`src/rtl/mtm_alu_serializer.sv`:
```
// Transmit side of the mtm_Alu datapath: sends one ALU result (4 DATA frames + CTL frame) or one
// error report (single CTL frame) on the serial line sout, using the ALU input frame format.
module mtm_alu_serializer #(
  parameter int unsigned DATA_FRAMES = 4,
  parameter int unsigned FRAME_BITS  = 11
) (
  input  logic        clk,
  input  logic        rst_n,
  input  logic        res_valid,
  input  logic [31:0] res_c,
  input  logic [3:0]  res_flags,
  input  logic        err_valid,
  input  logic [5:0]  err_flags,
  output logic        in_ready,
  output logic        sout
);

  typedef enum logic [1:0] {StIdle, StSendData, StSendCtl} state_e;

  localparam logic [3:0] LastBit   = 4'(FRAME_BITS - 1);
  localparam logic [1:0] LastFrame = 2'(DATA_FRAMES - 1);

  state_e      state_q, state_d;
  logic [3:0]  bit_cnt_q, bit_cnt_d;
  logic [1:0]  frame_cnt_q, frame_cnt_d;
  logic [31:0] data_q, data_d;
  logic [7:0]  ctl_q, ctl_d;

  logic        accept;
  logic        frame_end;
  logic [10:0] frame;
  logic [3:0]  bit_idx;

  // Serial CRC3 (x^3+x+1, init 0), evaluated MSB first over the whole vector in one cycle.
  function automatic logic [2:0] crc3(input logic [36:0] v);
    logic [2:0] c;
    logic       fb;
    c = 3'b000;
    for (int i = 36; i >= 0; i--) begin
      fb = c[2] ^ v[i];
      c  = {c[1], c[0] ^ fb, fb};
    end
    return c;
  endfunction

  assign accept    = in_ready & (res_valid | err_valid);
  assign frame_end = (bit_cnt_q == LastBit);
  assign bit_idx   = LastBit - bit_cnt_q;

  always_comb begin
    in_ready = (state_q == StIdle);
    frame    = '1;
    sout     = 1'b1;
    unique case (state_q)
      StSendData: frame = {1'b0, 1'b0, data_q[31:24], 1'b1};
      StSendCtl:  frame = {1'b0, 1'b1, ctl_q, 1'b1};
      default:    frame = '1;
    endcase
    if (state_q != StIdle) begin
      sout = frame[bit_idx];
    end
  end

  always_comb begin
    state_d     = state_q;
    bit_cnt_d   = bit_cnt_q;
    frame_cnt_d = frame_cnt_q;
    data_d      = data_q;
    ctl_d       = ctl_q;
    unique case (state_q)
      StIdle: begin
        if (accept) begin
          bit_cnt_d   = 4'd0;
          frame_cnt_d = 2'd0;
          // Error report takes priority; a simultaneous result is dropped.
          if (err_valid) begin
            ctl_d   = {1'b1, err_flags, ^{1'b1, err_flags}};
            state_d = StSendCtl;
          end else begin
            data_d  = res_c;
            ctl_d   = {1'b0, res_flags, crc3({res_c, 1'b0, res_flags})};
            state_d = StSendData;
          end
        end
      end
      StSendData: begin
        if (frame_end) begin
          bit_cnt_d = 4'd0;
          data_d    = {data_q[23:0], 8'h00};
          if (frame_cnt_q == LastFrame) begin
            frame_cnt_d = 2'd0;
            state_d     = StSendCtl;
          end else begin
            frame_cnt_d = frame_cnt_q + 2'd1;
          end
        end else begin
          bit_cnt_d = bit_cnt_q + 4'd1;
        end
      end
      StSendCtl: begin
        if (frame_end) begin
          bit_cnt_d = 4'd0;
          state_d   = StIdle;
        end else begin
          bit_cnt_d = bit_cnt_q + 4'd1;
        end
      end
      default: state_d = StIdle;
    endcase
  end

  always_ff @(posedge clk or negedge rst_n) begin
    if (!rst_n) begin
      state_q     <= StIdle;
      bit_cnt_q   <= 4'd0;
      frame_cnt_q <= 2'd0;
      data_q      <= 32'd0;
      ctl_q       <= 8'd0;
    end else begin
      state_q     <= state_d;
      bit_cnt_q   <= bit_cnt_d;
      frame_cnt_q <= frame_cnt_d;
      data_q      <= data_d;
      ctl_q       <= ctl_d;
    end
  end

endmodule

```
`config.mk`:
```
export PLATFORM = sky130hd
export DESIGN_NAME = mtm_alu_serializer
export DESIGN_NICKNAME = d
export VERILOG_FILES = /design/src/rtl/mtm_alu_serializer.sv
export SDC_FILE = /design/constraint.sdc
export NUM_CORES = 1
export LEC_CHECK = 0
export ABC_CLOCK_PERIOD_IN_PS = 3100
export BUFFER_PORTS_ARGS = -buffer_cell sky130_fd_sc_hd__buf_2
export CORE_ASPECT_RATIO = 1.2
export CORE_UTILIZATION = 60
export CTS_CLUSTER_SIZE = 20
export DETAILED_ROUTE_END_ITERATION = 16
export PLACE_DENSITY = 0.87
export SYNTH_ARGS = -nofsm -noshare
export SYNTH_HDL_FRONTEND = slang
export SYNTH_SLANG_ARGS = --single-unit
```
`constraint.sdc`:
```
create_clock -name clk -period 3.1 [get_ports clk]
set_clock_uncertainty 0.15 [all_clocks]
set_input_delay 0.31 -clock clk [delete_from_list [all_inputs] [get_ports clk]]
set_output_delay 0.31 -clock clk [all_outputs]
set_load 0.03 [all_outputs]
```
==> impl_metrics.csv <==
group,metric,value,unit
clock_tree,hold_buffers,0,
clock_tree,postCtsSetupRepairBufs,0,
clock_tree,cts.htree.levels,2,
yosys,yosysWarnings,0,
grt,grt_overflow,0,
timing,tightestPinTransition,1.078,ns
clock_tree,clk-insertion-delay-late,0.30,ns
grt,first_global_vias,2196,
yosys,synth_edf_count,0,
power,leakage,1.500,nW
placement,place_worst_setup_slack,0.8113,ns
yosys,async_reset_ff_share,100.0,%
power,power_density,935.3,nW/um^2
die,rows,27,
yosys,synth_sequential_area_ratio,41.33,%
yosys,post_synth_inst_count,299,
timing,worst_case_setup_margin_in_the_final_layout,0.4470,ns
grt,grt.met1_usage,33.08,%
clock_tree,post_cts_resize_count,0,
clock_tree,cts_inserted_buffers,5,
timing,final.setup.tns,0,ns
timing,slew_headroom,28.15,%
clock_tree,cts_tree,"built",
worst_setup_path,cp-start-kind,"register",
clock_tree,clock_sinks,48,
clock_tree,clk_root_buffer_cell,"sky130_fd_sc_hd__clkbuf_8",
timing,fmaxAchievable,376.9,MHz
route,detailroute.via_count,2281,
cells_and_area,final_layout_size_suffix_gt1_share,17.89,%
yosys,yosys_most_used_dff,"sky130_fd_sc_hd__dfrtp_1",
worst_setup_path,critical_path_required,2.64,ns
route,wirelength,6.293,mm
cells_and_area,instances_no_fill,399,
power,total_power,3.046,mW
grt,met2_usage,45.05,%
timing,final.hold.worst_slack,0.05366,ns
worst_setup_path,crit_path_max_fanout,13,
worst_setup_path,crit_path_end_kind,"output port",
die,dieHeight,78.25,um
yosys,syn_area_per_cell,9.721,sq um
timing,slew_viol_final,0,
placement,dpl.cell_count,391,
worst_setup_path,timing.critical_path.arrival,2.19,ns
power,netSwitchingPower,1.299,mW
placement,dp_hpwl,4.711,mm
route,detail_route.drc_violations,0,
timing,grt_setup_unrepaired,"false",
die,die_area,5128,sq um
timing,setup_viol,0,
hold_path,hold_class,"in -> async",
cells_and_area,post-route-cell-area,3257,sq um
job,drv_cap,0,
placement,placement.io_buffers,47,
power,sw_frac_of_total,42.65,%
cells_and_area,diodes,0,
cells_and_area,layout.nets,392,
yosys,synth.cell_area,2907,sq um
grt,antenna_found_initial,0,
die,die_width,65.54,um
power,share_seq_of_total_power,36.9,%
route,avgViaCountPerCell,5.717,
cells_and_area,finish.utilization,70.37,%
route,routed_wire_per_std_cell,15.77,um
worst_setup_path,path_depth_of_the_worst_reg2reg_path,6,
power,power_frac_clock,12.6,%
power,highest_ir_drop_seen_on_vdd,0.4238,mV
die,start_util,62.80,%
grt,globalRoute.busiestLayer,"met2",
worst_setup_path,criticalPathCategory,"reg -> out",
timing,final.period_utilization,85.58,%
timing,minimum_clock_period,2.653,ns
grt,grt_max_degree,65,
yosys,postSynthRegisterBits,48,
die,core_area,4628,sq um
route,final_antenna_net_count,0,
grt,globalRouteTotalUtil,27.25,%
power,power_report.internal_total,1.747,mW
timing,hold_viol_final,0,
yosys,synth_fp_nets,351,
grt,global_route_wire_length_before_repair,10.31,mm
clock_tree,clock_path_buffers,2,
placement,gp_congestion,0.8447,
cells_and_area,flow.area_growth_from_synthesis,12.05,%
outcome,run_status,"finished clean",
clock_tree,path_clk_slew,0.08,ns
placement,placement.cell_area,3167,sq um
yosys,synth.distinct_cells,33,
route,first_pass_detailed_route_iteration_total,5,
route,drt_iter0_drc,135,
power,power.combinational.fraction,50.5,%
grt,gr-usage-met3,5.669,%
die,num_ports,48,
[final timing paths]
kind / endpoint / start / slack [ns]
max in group asynchronous: data_q[9]$_DFFE_PN0P_ / rst_n / 2.09
worst max-delay path: sout / bit_cnt_q[0]$_DFFE_PN0P_ / 0.45
min in group clk: data_q[0]$_DFFE_PN0P_ / res_c[0] / 0.12
worst min-delay path: bit_cnt_q[2]$_DFFE_PN0P_ / rst_n / 0.05
worst max register to register: data_q[22]$_DFFE_PN0P_ / bit_cnt_q[0]$_DFFE_PN0P_ / 0.74
worst min register to register: data_q[23]$_DFFE_PN0P_ / data_q[23]$_DFFE_PN0P_ / 0.33
[cells in the mapped netlist, types with 2 or more instances]
cell | instances | area share [%]
sky130_fd_sc_hd__a22o_1 | 5 | 1.5
sky130_fd_sc_hd__o21ai_0 | 48 | 8.3
sky130_fd_sc_hd__a221oi_1 | 6 | 1.8
sky130_fd_sc_hd__o31ai_1 | 2 | 0.52
sky130_fd_sc_hd__buf_2 | 2 | 0.34
sky130_fd_sc_hd__a22oi_1 | 3 | 0.77
sky130_fd_sc_hd__nand2b_1 | 9 | 1.9
sky130_fd_sc_hd__xor2_1 | 6 | 1.8
sky130_fd_sc_hd__nor2_1 | 7 | 0.90
sky130_fd_sc_hd__o21ai_1 | 2 | 0.34
sky130_fd_sc_hd__a21oi_1 | 8 | 1.4
sky130_fd_sc_hd__dfrtp_1 | 48 | 41
sky130_fd_sc_hd__mux2i_1 | 29 | 10
sky130_fd_sc_hd__clkbuf_1 | 12 | 1.5
sky130_fd_sc_hd__xnor3_1 | 4 | 3.1
sky130_fd_sc_hd__nand3_1 | 2 | 0.34
sky130_fd_sc_hd__a211oi_1 | 2 | 0.52
sky130_fd_sc_hd__ha_1 | 6 | 2.6
sky130_fd_sc_hd__xnor3_2 | 2 | 1.6
sky130_fd_sc_hd__nand2_1 | 50 | 6.5
sky130_fd_sc_hd__xnor2_1 | 29 | 8.7
sky130_fd_sc_hd__inv_1 | 6 | 0.77
[kinds of logic after synthesis]
family,after synthesis,synth area share (%)
compound gates,80,16.27
simple gates,71,10.33
flops,48,41.33
xor+xnor,42,15.84
mux,30,10.37
buf+inv,22,3.271
fa+ha+maj,6,2.583
[cell type report]
type | instances | area [sq um]
Tap cell | 58 | 72.57
Clock buffer | 8 | 90.09
Multi-Input combinational cell | 229 | 1613
Fill cell | 368 | 1371
Sequential cell | 48 | 1201
Inverter | 6 | 22.52
Timing Repair Buffer | 50 | 257.7
[power by group through the flow]
stage | combinational, mW | clock (mW) | sequential, mW
3_3_place_gp | 1.47 | 0 | 1.11
5_1_grt | 1.72 | 0.417 | 1.15
6_report | 1.54 | 0.384 | 1.12
3_5_place_dp | 1.53 | 0 | 1.13
2_1_floorplan | 1.24 | 0 | 1.05
4_1_cts | 1.54 | 0.392 | 1.12
[per-layer routing]
metal	wire length, um	vias to the layer above
li1	-	1121
met5	0	-
met2	3197	81
met4	263	0
met3	246	20
met1	2586	1059
[worst max-delay path: stages, from the launching register on]
cell and delay, ns:
sky130_fd_sc_hd__dfrtp_1 0.56, sky130_fd_sc_hd__inv_1 0.14, sky130_fd_sc_hd__ha_1 0.40, sky130_fd_sc_hd__o21ai_0 0.18, sky130_fd_sc_hd__nand2_1 0.07, sky130_fd_sc_hd__nor2_1 0.11, sky130_fd_sc_hd__a22o_1 0.15, sky130_fd_sc_hd__nand2_1 0.05
sky130_fd_sc_hd__nand2_1 0.05, sky130_fd_sc_hd__buf_2 0.19
[cells in the final DEF, fill, tap and decap left out, drive strengths merged, types with 2 or more instances in the layout]
master	n
nand2	50
o21ai	50
buf	50
dfrtp	48
xnor2	30
mux2i	29
nand2b	9
a21oi	8
clkbuf	8
nor2	7
inv	6
a221oi	6
xor2	6
ha	6
xnor3	6
a22o	5
a22oi	3
a211oi	2
o31ai	2
nand3	2
[state kept, by name, indices dropped and copies added, names as in the netlist]
name	flops
frame_cnt_q	2
data_q	32
ctl_q	8
bit_cnt_q	4
state_q	2
(Power assumes the default switching activity.)
